File: src/rtl/id_pkg.sv
// -----------------------------------------------------------------------------
// id_pkg : shared definitions for the instruction-decode stage.
//   - MIPS opcode / funct field values recognised by the decoder
//   - alu_src_e : ALU second-operand select (SRC_RT, SRC_IMM, SRC_SHAMT)
//   - id_ctl_t  : control bundle carried through the ID/EX register
//   - decode_ctl: opcode/funct -> control bundle
// -----------------------------------------------------------------------------
package id_pkg;

    localparam logic [5:0] OP_RTYPE = 6'h00;
    localparam logic [5:0] OP_BEQ   = 6'h04;
    localparam logic [5:0] OP_BNE   = 6'h05;
    localparam logic [5:0] OP_ADDI  = 6'h08;
    localparam logic [5:0] OP_ADDIU = 6'h09;
    localparam logic [5:0] OP_ANDI  = 6'h0C;
    localparam logic [5:0] OP_ORI   = 6'h0D;
    localparam logic [5:0] OP_LUI   = 6'h0F;
    localparam logic [5:0] OP_LW    = 6'h23;
    localparam logic [5:0] OP_SW    = 6'h2B;

    localparam logic [5:0] FN_SLL   = 6'h00;
    localparam logic [5:0] FN_SRL   = 6'h02;
    localparam logic [5:0] FN_SRA   = 6'h03;

    typedef enum logic [1:0] {
        SRC_RT    = 2'd0,
        SRC_IMM   = 2'd1,
        SRC_SHAMT = 2'd2
    } alu_src_e;

    typedef struct packed {
        logic     reg_write;
        logic     mem_read;
        logic     mem_write;
        logic     mem_to_reg;
        logic     branch;
        logic     branch_ne;
        alu_src_e alu_src;
        logic     illegal;
    } id_ctl_t;

    // Unknown opcodes decode to a NOP with only the illegal flag raised.
    function automatic id_ctl_t decode_ctl(input logic [5:0] opcode,
                                           input logic [5:0] funct);
        id_ctl_t c;
        c = '0;
        case (opcode)
            OP_RTYPE: begin
                c.reg_write = 1'b1;
                if (funct inside {FN_SLL, FN_SRL, FN_SRA}) begin
                    c.alu_src = SRC_SHAMT;
                end
            end
            OP_ADDI, OP_ADDIU, OP_ANDI, OP_ORI, OP_LUI: begin
                c.reg_write = 1'b1;
                c.alu_src   = SRC_IMM;
            end
            OP_LW: begin
                c.reg_write  = 1'b1;
                c.mem_read   = 1'b1;
                c.mem_to_reg = 1'b1;
                c.alu_src    = SRC_IMM;
            end
            OP_SW: begin
                c.mem_write = 1'b1;
                c.alu_src   = SRC_IMM;
            end
            OP_BEQ: begin
                c.branch = 1'b1;
            end
            OP_BNE: begin
                c.branch    = 1'b1;
                c.branch_ne = 1'b1;
            end
            default: begin
                c.illegal = 1'b1;
            end
        endcase
        return c;
    endfunction

endpackage

File: src/rtl/id_stage_pipe_if.sv
// -----------------------------------------------------------------------------
// id_stage_pipe_if : handshake and data bundle of the decode stage.
//   Upstream side   : in_valid, in_ready, Instruction, Flush
//   Write-back side : RegWrite_WB, WriteRegister_IN, WriteData
//   EX side         : out_valid, out_ready, ReadData1/2, Immediate_Extended,
//                     Rs, Rt, Rd, Shamt, control flags, ALUSrc, ALUOp,
//                     Illegal, StallCount
//   master : drives instructions / write-back / out_ready (environment)
//   slave  : the decode stage itself
// -----------------------------------------------------------------------------
interface id_stage_pipe_if
    import id_pkg::*;
#(
    parameter int DATA_W      = 32,
    parameter int REG_N       = 32,
    parameter int STALL_CNT_W = 16
);
    localparam int AW = $clog2(REG_N);

    logic                   in_valid;
    logic                   in_ready;
    logic [31:0]            Instruction;
    logic                   RegWrite_WB;
    logic [AW-1:0]          WriteRegister_IN;
    logic [DATA_W-1:0]      WriteData;
    logic                   Flush;
    logic                   out_valid;
    logic                   out_ready;
    logic [DATA_W-1:0]      ReadData1;
    logic [DATA_W-1:0]      ReadData2;
    logic [DATA_W-1:0]      Immediate_Extended;
    logic [AW-1:0]          Rs;
    logic [AW-1:0]          Rt;
    logic [AW-1:0]          Rd;
    logic [4:0]             Shamt;
    logic                   RegWrite;
    logic                   MemRead;
    logic                   MemWrite;
    logic                   MemtoReg;
    logic                   Branch;
    logic                   BranchNe;
    logic [1:0]             ALUSrc;
    logic [5:0]             ALUOp;
    logic                   Illegal;
    logic [STALL_CNT_W-1:0] StallCount;

    modport master (
        output in_valid, Instruction, RegWrite_WB, WriteRegister_IN, WriteData,
               Flush, out_ready,
        input  in_ready, out_valid, ReadData1, ReadData2, Immediate_Extended,
               Rs, Rt, Rd, Shamt, RegWrite, MemRead, MemWrite, MemtoReg,
               Branch, BranchNe, ALUSrc, ALUOp, Illegal, StallCount
    );

    modport slave (
        input  in_valid, Instruction, RegWrite_WB, WriteRegister_IN, WriteData,
               Flush, out_ready,
        output in_ready, out_valid, ReadData1, ReadData2, Immediate_Extended,
               Rs, Rt, Rd, Shamt, RegWrite, MemRead, MemWrite, MemtoReg,
               Branch, BranchNe, ALUSrc, ALUOp, Illegal, StallCount
    );

endinterface

File: src/rtl/id_regfile.sv
// -----------------------------------------------------------------------------
// id_regfile : REG_N x DATA_W register file, two combinational read ports,
// one write port. Register 0 reads as zero and ignores writes. Synchronous
// active-low reset clears every register.
//   Clk, Rst           : clock, synchronous active-low reset
//   raddr1_i/raddr2_i  : read addresses      rdata1_o/rdata2_o : read data
//   we_i/waddr_i/wdata_i : write-back port
// Optional: ID_WB_BYPASS_EN forwards a same-cycle write to a matching read.
// -----------------------------------------------------------------------------
module id_regfile
    import id_pkg::*;
#(
    parameter int DATA_W = 32,
    parameter int REG_N  = 32
) (
    input  logic                       Clk,
    input  logic                       Rst,
    input  logic [$clog2(REG_N)-1:0]   raddr1_i,
    input  logic [$clog2(REG_N)-1:0]   raddr2_i,
    input  logic                       we_i,
    input  logic [$clog2(REG_N)-1:0]   waddr_i,
    input  logic [DATA_W-1:0]          wdata_i,
    output logic [DATA_W-1:0]          rdata1_o,
    output logic [DATA_W-1:0]          rdata2_o
);
    localparam int AW = $clog2(REG_N);

    logic [DATA_W-1:0] mem_q [REG_N];

    always_ff @(posedge Clk) begin
        if (!Rst) begin
            for (int unsigned i = 0; i < REG_N; i++) begin
                mem_q[i[AW-1:0]] <= '0;
            end
        end else if (we_i && (waddr_i != '0)) begin
            mem_q[waddr_i] <= wdata_i;
        end
    end

    always_comb begin
        rdata1_o = (raddr1_i == '0) ? '0 : mem_q[raddr1_i];
        rdata2_o = (raddr2_i == '0) ? '0 : mem_q[raddr2_i];
`ifdef ID_WB_BYPASS_EN
        if (we_i && (waddr_i != '0) && (waddr_i == raddr1_i)) begin
            rdata1_o = wdata_i;
        end
        if (we_i && (waddr_i != '0) && (waddr_i == raddr2_i)) begin
            rdata2_o = wdata_i;
        end
`endif
    end

endmodule

File: src/rtl/id_stage_pipe.sv
// -----------------------------------------------------------------------------
// id_stage_pipe : registered MIPS decode stage with ID/EX pipeline register.
//   Clk : clock            Rst : synchronous active-low reset
//   bus : id_stage_pipe_if.slave (instruction handshake, write-back port,
//         EX-side outputs, StallCount)
// Adds valid/ready handshake, load-use stall with a single bubble, flush,
// and a saturating stall-cycle counter.
// Optional: ID_WB_BYPASS_EN (same-cycle write-back forwarding in id_regfile).
// -----------------------------------------------------------------------------
module id_stage_pipe
    import id_pkg::*;
#(
    parameter int DATA_W      = 32,
    parameter int REG_N       = 32,
    parameter int STALL_CNT_W = 16
) (
    input logic           Clk,
    input logic           Rst,
    id_stage_pipe_if.slave bus
);
    localparam int AW = $clog2(REG_N);

    // Instruction fields
    logic [5:0]  opcode;
    logic [5:0]  funct;
    logic [15:0] imm16;
    logic [4:0]  shamt;
    logic [AW-1:0] rs_addr;
    logic [AW-1:0] rt_addr;
    logic [AW-1:0] rd_addr;

    assign opcode  = bus.Instruction[31:26];
    assign funct   = bus.Instruction[5:0];
    assign imm16   = bus.Instruction[15:0];
    assign shamt   = bus.Instruction[10:6];
    assign rs_addr = bus.Instruction[21 +: AW];
    assign rt_addr = bus.Instruction[16 +: AW];
    assign rd_addr = bus.Instruction[11 +: AW];

    logic [DATA_W-1:0] rdata1;
    logic [DATA_W-1:0] rdata2;

    id_regfile #(
        .DATA_W (DATA_W),
        .REG_N  (REG_N)
    ) u_regfile (
        .Clk      (Clk),
        .Rst      (Rst),
        .raddr1_i (rs_addr),
        .raddr2_i (rt_addr),
        .we_i     (bus.RegWrite_WB),
        .waddr_i  (bus.WriteRegister_IN),
        .wdata_i  (bus.WriteData),
        .rdata1_o (rdata1),
        .rdata2_o (rdata2)
    );

    // Decode (next-state values for the ID/EX register)
    id_ctl_t           ctl_d;
    logic [DATA_W-1:0] imm_d;
    logic [AW-1:0]     dest_d;
    logic [5:0]        aluop_d;
    logic              uses_rt;
    logic              zero_ext;
    logic              is_rtype;

    always_comb begin
        ctl_d    = decode_ctl(opcode, funct);
        is_rtype = (opcode == OP_RTYPE);
        zero_ext = opcode inside {OP_ANDI, OP_ORI, OP_LUI};
        uses_rt  = opcode inside {OP_RTYPE, OP_SW, OP_BEQ, OP_BNE};
        imm_d    = zero_ext ? {{(DATA_W-16){1'b0}}, imm16}
                            : {{(DATA_W-16){imm16[15]}}, imm16};
        dest_d   = is_rtype ? rd_addr : rt_addr;
        aluop_d  = is_rtype ? funct : opcode;
    end

    // ID/EX register
    logic                   out_valid_q;
    id_ctl_t                ctl_q;
    logic [DATA_W-1:0]      rd1_q;
    logic [DATA_W-1:0]      rd2_q;
    logic [DATA_W-1:0]      imm_q;
    logic [AW-1:0]          rs_q;
    logic [AW-1:0]          rt_q;
    logic [AW-1:0]          dest_q;
    logic [4:0]             shamt_q;
    logic [5:0]             aluop_q;
    logic [STALL_CNT_W-1:0] stall_cnt_q;
    logic [STALL_CNT_W-1:0] stall_cnt_d;

    // Load-use: the load currently in ID/EX targets a source of the incoming
    // instruction, so the consumer must wait one cycle behind a bubble.
    logic hazard;
    logic advance;

    assign hazard = bus.in_valid && out_valid_q && ctl_q.mem_read &&
                    (dest_q != '0) &&
                    ((dest_q == rs_addr) || (uses_rt && (dest_q == rt_addr)));
    assign advance = !out_valid_q || bus.out_ready;

    assign stall_cnt_d = (hazard && (stall_cnt_q != '1))
                       ? stall_cnt_q + STALL_CNT_W'(1) : stall_cnt_q;

    always_ff @(posedge Clk) begin
        if (!Rst) begin
            out_valid_q <= 1'b0;
            ctl_q       <= '0;
            rd1_q       <= '0;
            rd2_q       <= '0;
            imm_q       <= '0;
            rs_q        <= '0;
            rt_q        <= '0;
            dest_q      <= '0;
            shamt_q     <= '0;
            aluop_q     <= '0;
            stall_cnt_q <= '0;
        end else begin
            stall_cnt_q <= stall_cnt_d;
            if (bus.Flush) begin
                out_valid_q <= 1'b0;
            end else if (advance) begin
                if (hazard) begin
                    out_valid_q <= 1'b0;
                end else begin
                    out_valid_q <= bus.in_valid;
                    ctl_q       <= ctl_d;
                    rd1_q       <= rdata1;
                    rd2_q       <= rdata2;
                    imm_q       <= imm_d;
                    rs_q        <= rs_addr;
                    rt_q        <= rt_addr;
                    dest_q      <= dest_d;
                    shamt_q     <= shamt;
                    aluop_q     <= aluop_d;
                end
            end
        end
    end

    assign bus.in_ready           = Rst && advance && !hazard;
    assign bus.out_valid          = out_valid_q;
    assign bus.ReadData1          = rd1_q;
    assign bus.ReadData2          = rd2_q;
    assign bus.Immediate_Extended = imm_q;
    assign bus.Rs                 = rs_q;
    assign bus.Rt                 = rt_q;
    assign bus.Rd                 = dest_q;
    assign bus.Shamt              = shamt_q;
    assign bus.RegWrite           = ctl_q.reg_write;
    assign bus.MemRead            = ctl_q.mem_read;
    assign bus.MemWrite           = ctl_q.mem_write;
    assign bus.MemtoReg           = ctl_q.mem_to_reg;
    assign bus.Branch             = ctl_q.branch;
    assign bus.BranchNe           = ctl_q.branch_ne;
    assign bus.ALUSrc             = ctl_q.alu_src;
    assign bus.ALUOp              = aluop_q;
    assign bus.Illegal            = ctl_q.illegal;
    assign bus.StallCount         = stall_cnt_q;

endmodule

File: src/flat_wrapper.sv
// flat-port wrapper written by rule: the top's interface ports become plain ports
module id_stage_pipe_flat import id_pkg::*;
#(
    parameter int DATA_W      = 32,
    parameter int REG_N       = 32,
    parameter int STALL_CNT_W = 16
)
  (Clk, Rst, bus_in_valid, bus_Instruction, bus_RegWrite_WB, bus_WriteRegister_IN, bus_WriteData, bus_Flush, bus_out_ready, bus_in_ready, bus_out_valid, bus_ReadData1, bus_ReadData2, bus_Immediate_Extended, bus_Rs, bus_Rt, bus_Rd, bus_Shamt, bus_RegWrite, bus_MemRead, bus_MemWrite, bus_MemtoReg, bus_Branch, bus_BranchNe, bus_ALUSrc, bus_ALUOp, bus_Illegal, bus_StallCount);
  id_stage_pipe_if #(.DATA_W(DATA_W), .REG_N(REG_N), .STALL_CNT_W(STALL_CNT_W)) bus_i ();
  input logic Clk;
  input logic Rst;
  input wire logic [$bits(bus_i.in_valid)-1:0] bus_in_valid;
  input wire logic [$bits(bus_i.Instruction)-1:0] bus_Instruction;
  input wire logic [$bits(bus_i.RegWrite_WB)-1:0] bus_RegWrite_WB;
  input wire logic [$bits(bus_i.WriteRegister_IN)-1:0] bus_WriteRegister_IN;
  input wire logic [$bits(bus_i.WriteData)-1:0] bus_WriteData;
  input wire logic [$bits(bus_i.Flush)-1:0] bus_Flush;
  input wire logic [$bits(bus_i.out_ready)-1:0] bus_out_ready;
  output wire logic [$bits(bus_i.in_ready)-1:0] bus_in_ready;
  output wire logic [$bits(bus_i.out_valid)-1:0] bus_out_valid;
  output wire logic [$bits(bus_i.ReadData1)-1:0] bus_ReadData1;
  output wire logic [$bits(bus_i.ReadData2)-1:0] bus_ReadData2;
  output wire logic [$bits(bus_i.Immediate_Extended)-1:0] bus_Immediate_Extended;
  output wire logic [$bits(bus_i.Rs)-1:0] bus_Rs;
  output wire logic [$bits(bus_i.Rt)-1:0] bus_Rt;
  output wire logic [$bits(bus_i.Rd)-1:0] bus_Rd;
  output wire logic [$bits(bus_i.Shamt)-1:0] bus_Shamt;
  output wire logic [$bits(bus_i.RegWrite)-1:0] bus_RegWrite;
  output wire logic [$bits(bus_i.MemRead)-1:0] bus_MemRead;
  output wire logic [$bits(bus_i.MemWrite)-1:0] bus_MemWrite;
  output wire logic [$bits(bus_i.MemtoReg)-1:0] bus_MemtoReg;
  output wire logic [$bits(bus_i.Branch)-1:0] bus_Branch;
  output wire logic [$bits(bus_i.BranchNe)-1:0] bus_BranchNe;
  output wire logic [$bits(bus_i.ALUSrc)-1:0] bus_ALUSrc;
  output wire logic [$bits(bus_i.ALUOp)-1:0] bus_ALUOp;
  output wire logic [$bits(bus_i.Illegal)-1:0] bus_Illegal;
  output wire logic [$bits(bus_i.StallCount)-1:0] bus_StallCount;
  assign bus_i.in_valid = bus_in_valid;
  assign bus_i.Instruction = bus_Instruction;
  assign bus_i.RegWrite_WB = bus_RegWrite_WB;
  assign bus_i.WriteRegister_IN = bus_WriteRegister_IN;
  assign bus_i.WriteData = bus_WriteData;
  assign bus_i.Flush = bus_Flush;
  assign bus_i.out_ready = bus_out_ready;
  assign bus_in_ready = bus_i.in_ready;
  assign bus_out_valid = bus_i.out_valid;
  assign bus_ReadData1 = bus_i.ReadData1;
  assign bus_ReadData2 = bus_i.ReadData2;
  assign bus_Immediate_Extended = bus_i.Immediate_Extended;
  assign bus_Rs = bus_i.Rs;
  assign bus_Rt = bus_i.Rt;
  assign bus_Rd = bus_i.Rd;
  assign bus_Shamt = bus_i.Shamt;
  assign bus_RegWrite = bus_i.RegWrite;
  assign bus_MemRead = bus_i.MemRead;
  assign bus_MemWrite = bus_i.MemWrite;
  assign bus_MemtoReg = bus_i.MemtoReg;
  assign bus_Branch = bus_i.Branch;
  assign bus_BranchNe = bus_i.BranchNe;
  assign bus_ALUSrc = bus_i.ALUSrc;
  assign bus_ALUOp = bus_i.ALUOp;
  assign bus_Illegal = bus_i.Illegal;
  assign bus_StallCount = bus_i.StallCount;
  id_stage_pipe #(.DATA_W(DATA_W), .REG_N(REG_N), .STALL_CNT_W(STALL_CNT_W)) u_core (.Clk(Clk), .Rst(Rst), .bus(bus_i));
endmodule
File: config.mk
export PLATFORM = sky130hd
export DESIGN_NAME = id_stage_pipe_flat
export DESIGN_NICKNAME = d
export VERILOG_FILES = /design/src/rtl/id_pkg.sv /design/src/rtl/id_stage_pipe_if.sv /design/src/rtl/id_regfile.sv /design/src/rtl/id_stage_pipe.sv /design/src/flat_wrapper.sv
export SDC_FILE = /design/constraint.sdc
export NUM_CORES = 2
export LEC_CHECK = 0
export ABC_AREA = 1
export CAP_MARGIN = 20
export CORE_MARGIN = 3
export CORE_UTILIZATION = 55
export CTS_CLUSTER_SIZE = 24
export DETAILED_ROUTE_END_ITERATION = 10
export PLACE_DENSITY = 0.8
export SLEW_MARGIN = 20
export SYNTH_ARGS = -nofsm -noshare
export SYNTH_HDL_FRONTEND = slang
export SYNTH_SLANG_ARGS = --single-unit
export TNS_END_PERCENT = 1
File: constraint.sdc
create_clock -name Clk -period 6.1 [get_ports Clk]
set_input_delay 0.61 -clock Clk [delete_from_list [all_inputs] [get_ports Clk]]
set_output_delay 0.61 -clock Clk [all_outputs]
set_load 0.01 [all_outputs]
# == Yosys cells after proc, flatten, opt, wreduce, memory -nomap -nowiden ==
# Memory sizes are Yosys's and may differ from the RTL's.
# Index checks and enable logic that the tools add are counted.
# word_totals
mem_count,1
output_inout_bits,149
word_cells,86
register_bits,147
ramBits,1024
inputBits,75
# memory_table
memory,depth,word_bits,read_ports,rd_ports_with_merged_regs,wr,line_no,source
u_core.u_regfile.mem_q,32,32,2,0,32,id_regfile.sv:28,logic [DATA_W-1:0] mem_q [REG_N];
# classes
n_reduce_logical,29
n_eq_ne,14
n_bitwise,3
n_mux,21
addsub,1
# ops
op,count
$mux 32,4
$reduce_or 32->1,1
$eq 6x4->1 const B,5
$add 16x1->16 const B,1
$ne 16x16->1 const B,1
$reduce_or 7->1,2
$eq 6x2->1 const B,2
$eq 6x3->1 const B,2
$eq 6x6->1 const B,2
$logic_not 6->1,2
$mux 1,12
$eq 5x5->1,2
$logic_not 5->1,2
$mux 5,2
$reduce_bool 5->1,2
$reduce_or 10->1,1
$logic_and 1x1->1,9
$mux 6,1
$reduce_bool 3->1,2
$pmux 2 s2,1
$reduce_bool 4->1,1
$reduce_or 2->1,2
$not 1->1,3
$reduce_and 3->1,1
3 further kinds,5

# == Longest topological paths before layout ==
# depth
ltp_word,7
depth_mapped,16
mapped_depth_nobuf,14

# == Modules after synthesis ==
# From an unflattened synthesis, not the netlist that was laid out.
# hier_totals
cells_unflattened,8247
area_unflattened_um2,63075.5
# modules_own_cells
mod,area_each_um2,instances,seq_area_each_um2,cells_per_inst
id_regfile,56606.8,1,30749.5,7269
id_stage_pipe,6468.7,1,2542.4,978

# == Worst setup path before layout ==
# Ideal clock, no wire load.
# synth_path
kind,input-to-reg
startpoint,input port Rst
endpoint,"memory u_core.u_regfile.mem_q[13][0], enable pin"
setup_slack_ns,3.328
setup_ns,0.389
t_arrival_ns,2.383
stages,6
n_path_buf,2
required_time_ns,5.711
cell_sequence,buf_2 -> nand2_1 -> nor3_1 -> nand2_1 -> clkbuf_1 -> nand2_1
# synth_lines
item,line_no,source
from (decl),flat_wrapper.sv:11,input logic Rst;
to (decl),id_regfile.sv:28,

# == Worst setup path after layout ==
# layout_path
startpoint,input port bus_Instruction[17]
endpoint,output port bus_in_ready
# layout_via
elab_chain_cells,6
# layout_rtl
item,line_no,source
from (decl),flat_wrapper.sv:13,input wire logic [$bits(bus_i.Instruction)-1:0] bus_Instruction;
$eq 5x5->1,id_stage_pipe.sv:99,((dest_q == rs_addr) || (uses_rt && (dest_q == rt_addr)));
$logic_and 1x1->1,id_stage_pipe.sv:99,
$logic_or 1x1->1,id_stage_pipe.sv:99,
$logic_and 1x1->1,id_stage_pipe.sv:98,(dest_q != '0) &&
$logic_not 1->1,id_stage_pipe.sv:141,assign bus.in_ready = Rst && advance && !hazard;
$logic_and 1x1->1,id_stage_pipe.sv:141,
to (decl),flat_wrapper.sv:19,output wire logic [$bits(bus_i.in_ready)-1:0] bus_in_ready;
# Every way passes these cells.

==> flow_summary.json <==
{
  "status": "complete, no violations",
  "hold_depth": 3,
  "synth_area_leaders": "edfxtp_1, nand2_1, nor2_1",
  "synth_seq_cells": 1151,
  "crit_fanout": 81,
  "min-delay-start": "Rst",
  "worst_r2r_path_depth": 11,
  "coreArea_mm2": 0.113,
  "io_buffers": 223,
  "post_cts_buffers": 0,
  "tns_ns": 0,
  "grt_max_degree": 255,
  "grt_first_pass_wirelength_um": 335000,
  "grt_setup_unrepaired": "false",
  "crit_path_max_incr_delay_ns": 0.53,
  "cp_top_family": "buffers and inverters",
  "hp-class": "in2reg",
  "yosysTopAreaCell": "edfxtp_1",
  "ant_nets": 0,
  "grt.total_usage_pct": 36.6,
  "synth_most_common_cell": "nand2_1",
  "cp_common_cell": "nand2_1",
  "hold_violations": 0,
  "area_growth_syn_to_layout_pct": 9.56,
  "dp_hpwl_um": 128000,
  "synth_cell_types": 30,
  "start_util_pct": 55.9,
  "vdd_drop_max_mv": 0.255,
  "nets": 7760,
  "critPathKind": "in2out",
  "cts_buffers": 118,
  "worstSetupEndpointType": "output port",
  "crit_path_top_delay_cell": "clkdlybuf4s50_1",
  "grt_overflow_total": 0,
  "filler_cell_count": 9347,
  "fp.dieArea_mm2": 0.119,
  "cp_num_buf_inv": 4,
  "tightest_slew_ns": 1.33,
  "synth_edf_count": 1024,
  "drv_cap": 0,
  "setup_viol": 0,
  "die_h_um": 345,
  "r2r-start": "u_core.bus.Rd[2]",
  "clkLatencyLatePin_ns": 0.75,
  "cts_tree": "done",
  "drtIter0Drc": 12165,
  "multi_input_area_mm2": 0.0241,
  "rrSetupSlack_ns": 2.94,
  "register_area_mm2": 0.0333,
  "clk_pin_slew_ns": 0.06,
  "critical_path_arrival_ns": 3.69,
  "netlist.area_leader.share_pct": 48.6,
  "gp_congestion": 0.987,
  "whs_endpoint": "u_core.bus.MemtoReg",
  "p_leak_nw": 28.7,
  "hold_ws_ns": 0.305,
  "vias_per_cell": 6.36,
  "cp-start-kind": "input port",
  "relSlewSlack_pct": 11.1,
  "wl_per_cell_um": 24.5,
  "cts_resized": 0,
  "antenna_found_initial": 17,
  "wl_um": 227000,
  "switching_share_pct": 27.6,
  "grt_pass1_vias": 56020,
  "finClkSkew_ns": 0.0352,
  "numClockSinks": 1151,
  "p_switching_w": 0.00528,
  "sequentialPowerShare_pct": 48.2,
  "power.density_mw_per_mm2": 276,
  "pwr-share-clk_pct": 37.6,
  "vias": 59053,
  "drv_slew": 0,
  "place_ws_ns": 1.89,
  "root_buffer": "clkbuf_16",
  "p_int_w": 0.0138,
  "avgSynthCellArea_um2": 8.03,
  "drtPass1Iterations": 10,
  "finalCritPeriodShare_pct": 70.5,
  "drive_gt1_share_pct": 4.64,
  "fin_ws_ns": 1.80,
  "path_cells": "buf_8, inv_6, nand2_1, nand2_1, nor2_1, nand2_1, nor2_1, nand2_1, nand2_1, nand2_2, inv_2, nor3_1, clkdlybuf4s50_1",
  "drc_errors": 0,
  "ys_seq_area_share_pct": 52.6,
  "p_comb_share_pct": 14.2,
  "synth_commonest_cells": "nand2_1, nor2_1, nand3_1, edfxtp_1, inv_1",
  "clk_path_buf_depth": 3,
  "async_flop_share_pct": 0,
  "io_pins": 224,
  "fmax_ghz": 0.233,
  "htree_levels": 3,
  "netlist_instances": 7880,
  "yosysWarnings": 0,
  "ctsHoldBuffers": 0,
  "synth_area_mm2": 0.0633,
  "rr_endpoint": "u_core.bus.Branch",
  "worst_ep_required_time_ns": 5.49,
  "period_needed_ns": 4.30,
  "row_count": 123,
  "die_w_um": 345,
  "synth_top_flop_cell": "edfxtp_1"
}
## through the flow
step / instances / cell area [um^2] / util (%) / total power [W]
after floorplan: 7911 / 63400 / - / 0.0109
after global placement: 9057 / 65400 / 57.8 / 0.0118
after detailed placement: 9059 / 65500 / 57.8 / 0.0119
after CTS: 9270 / 69200 / 61.1 / 0.0189
after global routing: 9277 / 69300 / 61.2 / 0.0196
final: 9283 / 69300 / 61.2 / 0.0191
## tightest hold or removal path: stages
cell,delay [ns]
buf_4,0.21
nand2_1,0.11
nor2_1,0.04
## placed cells by master (no fill, tap or decap), types with 127 or more instances in the layout
| cell type | count |
|---|---|
| o21ai_0 | 196 |
| nand2_1 | 1605 |
| clkdlybuf4s50_1 | 212 |
| nor2_1 | 1560 |
| inv_1 | 745 |
| o211ai_1 | 488 |
| nand3_1 | 1084 |
| dfxtp_1 | 127 |
| a21oi_1 | 166 |
| edfxtp_1 | 1024 |
## registers in the layout (all words and copies together) (netlist names)
register / flops
u_core.bus.Branch: 1
u_core.u_regfile.mem_q: 1024
u_core.bus.BranchNe: 1
u_core.bus.out_valid: 1
u_core.bus.ReadData1: 32
u_core.bus.Immediate_Extended: 13
u_core.bus.Shamt: 4
u_core.bus.MemtoReg: 1
u_core.bus.ReadData2: 32
u_core.bus.Rs: 5
u_core.bus.Illegal: 1
u_core.bus.ALUSrc: 2
u_core.bus.Rt: 5
u_core.bus.MemWrite: 1
u_core.bus.Rd: 5
u_core.bus.ALUOp: 6
u_core.bus.StallCount: 16
u_core.bus.RegWrite: 1
## cells by family (layout without fill, tap and decap cells)
group | count (synthesis) | after routing | share of synthesized area (%)
simple gates | 4328 | 4328 | 28.0
buf+inv | 1468 | 1332 | 9.77
flops | 1151 | 1151 | 52.6
compound gates | 914 | 914 | 9.41
xor+xnor | 17 | 17 | 0.235
fa+ha+maj | 1 | 1 | 0.0198
other cells | 1 | 40 | 0.00593
## cell type report
| type | count | share of cell area, % |
|---|---|---|
| clock inverter | 54 | 0.709 |
| sequential | 1151 | 48.0 |
| tap | 1500 | 2.71 |
| inverter | 772 | 4.23 |
| timing repair buffer | 349 | 4.93 |
| multi-input combinational | 5292 | 34.7 |
| antenna | 8 | 0.0289 |
| clock buffer | 157 | 4.67 |
## power groups by stage
stage / Sequential (W) / Clock, W / Combinational, W
2_1_floorplan: 0.00933 / 0 / 0.00161
3_3_place_gp: 0.00935 / 0 / 0.00247
3_5_place_dp: 0.00937 / 0 / 0.00254
4_1_cts: 0.00920 / 0.00715 / 0.00256
5_1_grt: 0.00925 / 0.00749 / 0.00285
6_report: 0.00922 / 0.00719 / 0.00271
## worst max path at each step
stage                        startpoint                       endpoint  slack (ns)  cells after the start
finish              bus_Instruction[17]                   bus_in_ready        1.80                     13
global route        bus_Instruction[17]                   bus_in_ready        1.69                     13
CTS                 bus_Instruction[17]                   bus_in_ready        1.94                     13
detailed placement  bus_Instruction[17]              u_core.bus.Branch        1.89                     15
global placement    bus_Instruction[17]              u_core.bus.Branch        1.91                     15
floorplan                           Rst  u_core.u_regfile.mem_q[13][0]        3.33                      6
## per-layer routing
layer	up-vias	routed length [um]	GRT usage, %
met1	26887	73800	44.9
met4	12	16200	22.5
li1	25539	-	-
met5	-	69	0
met3	1213	40200	13.6
met2	5402	97100	54.8
Note: power is estimated with default switching activity, not from simulation.
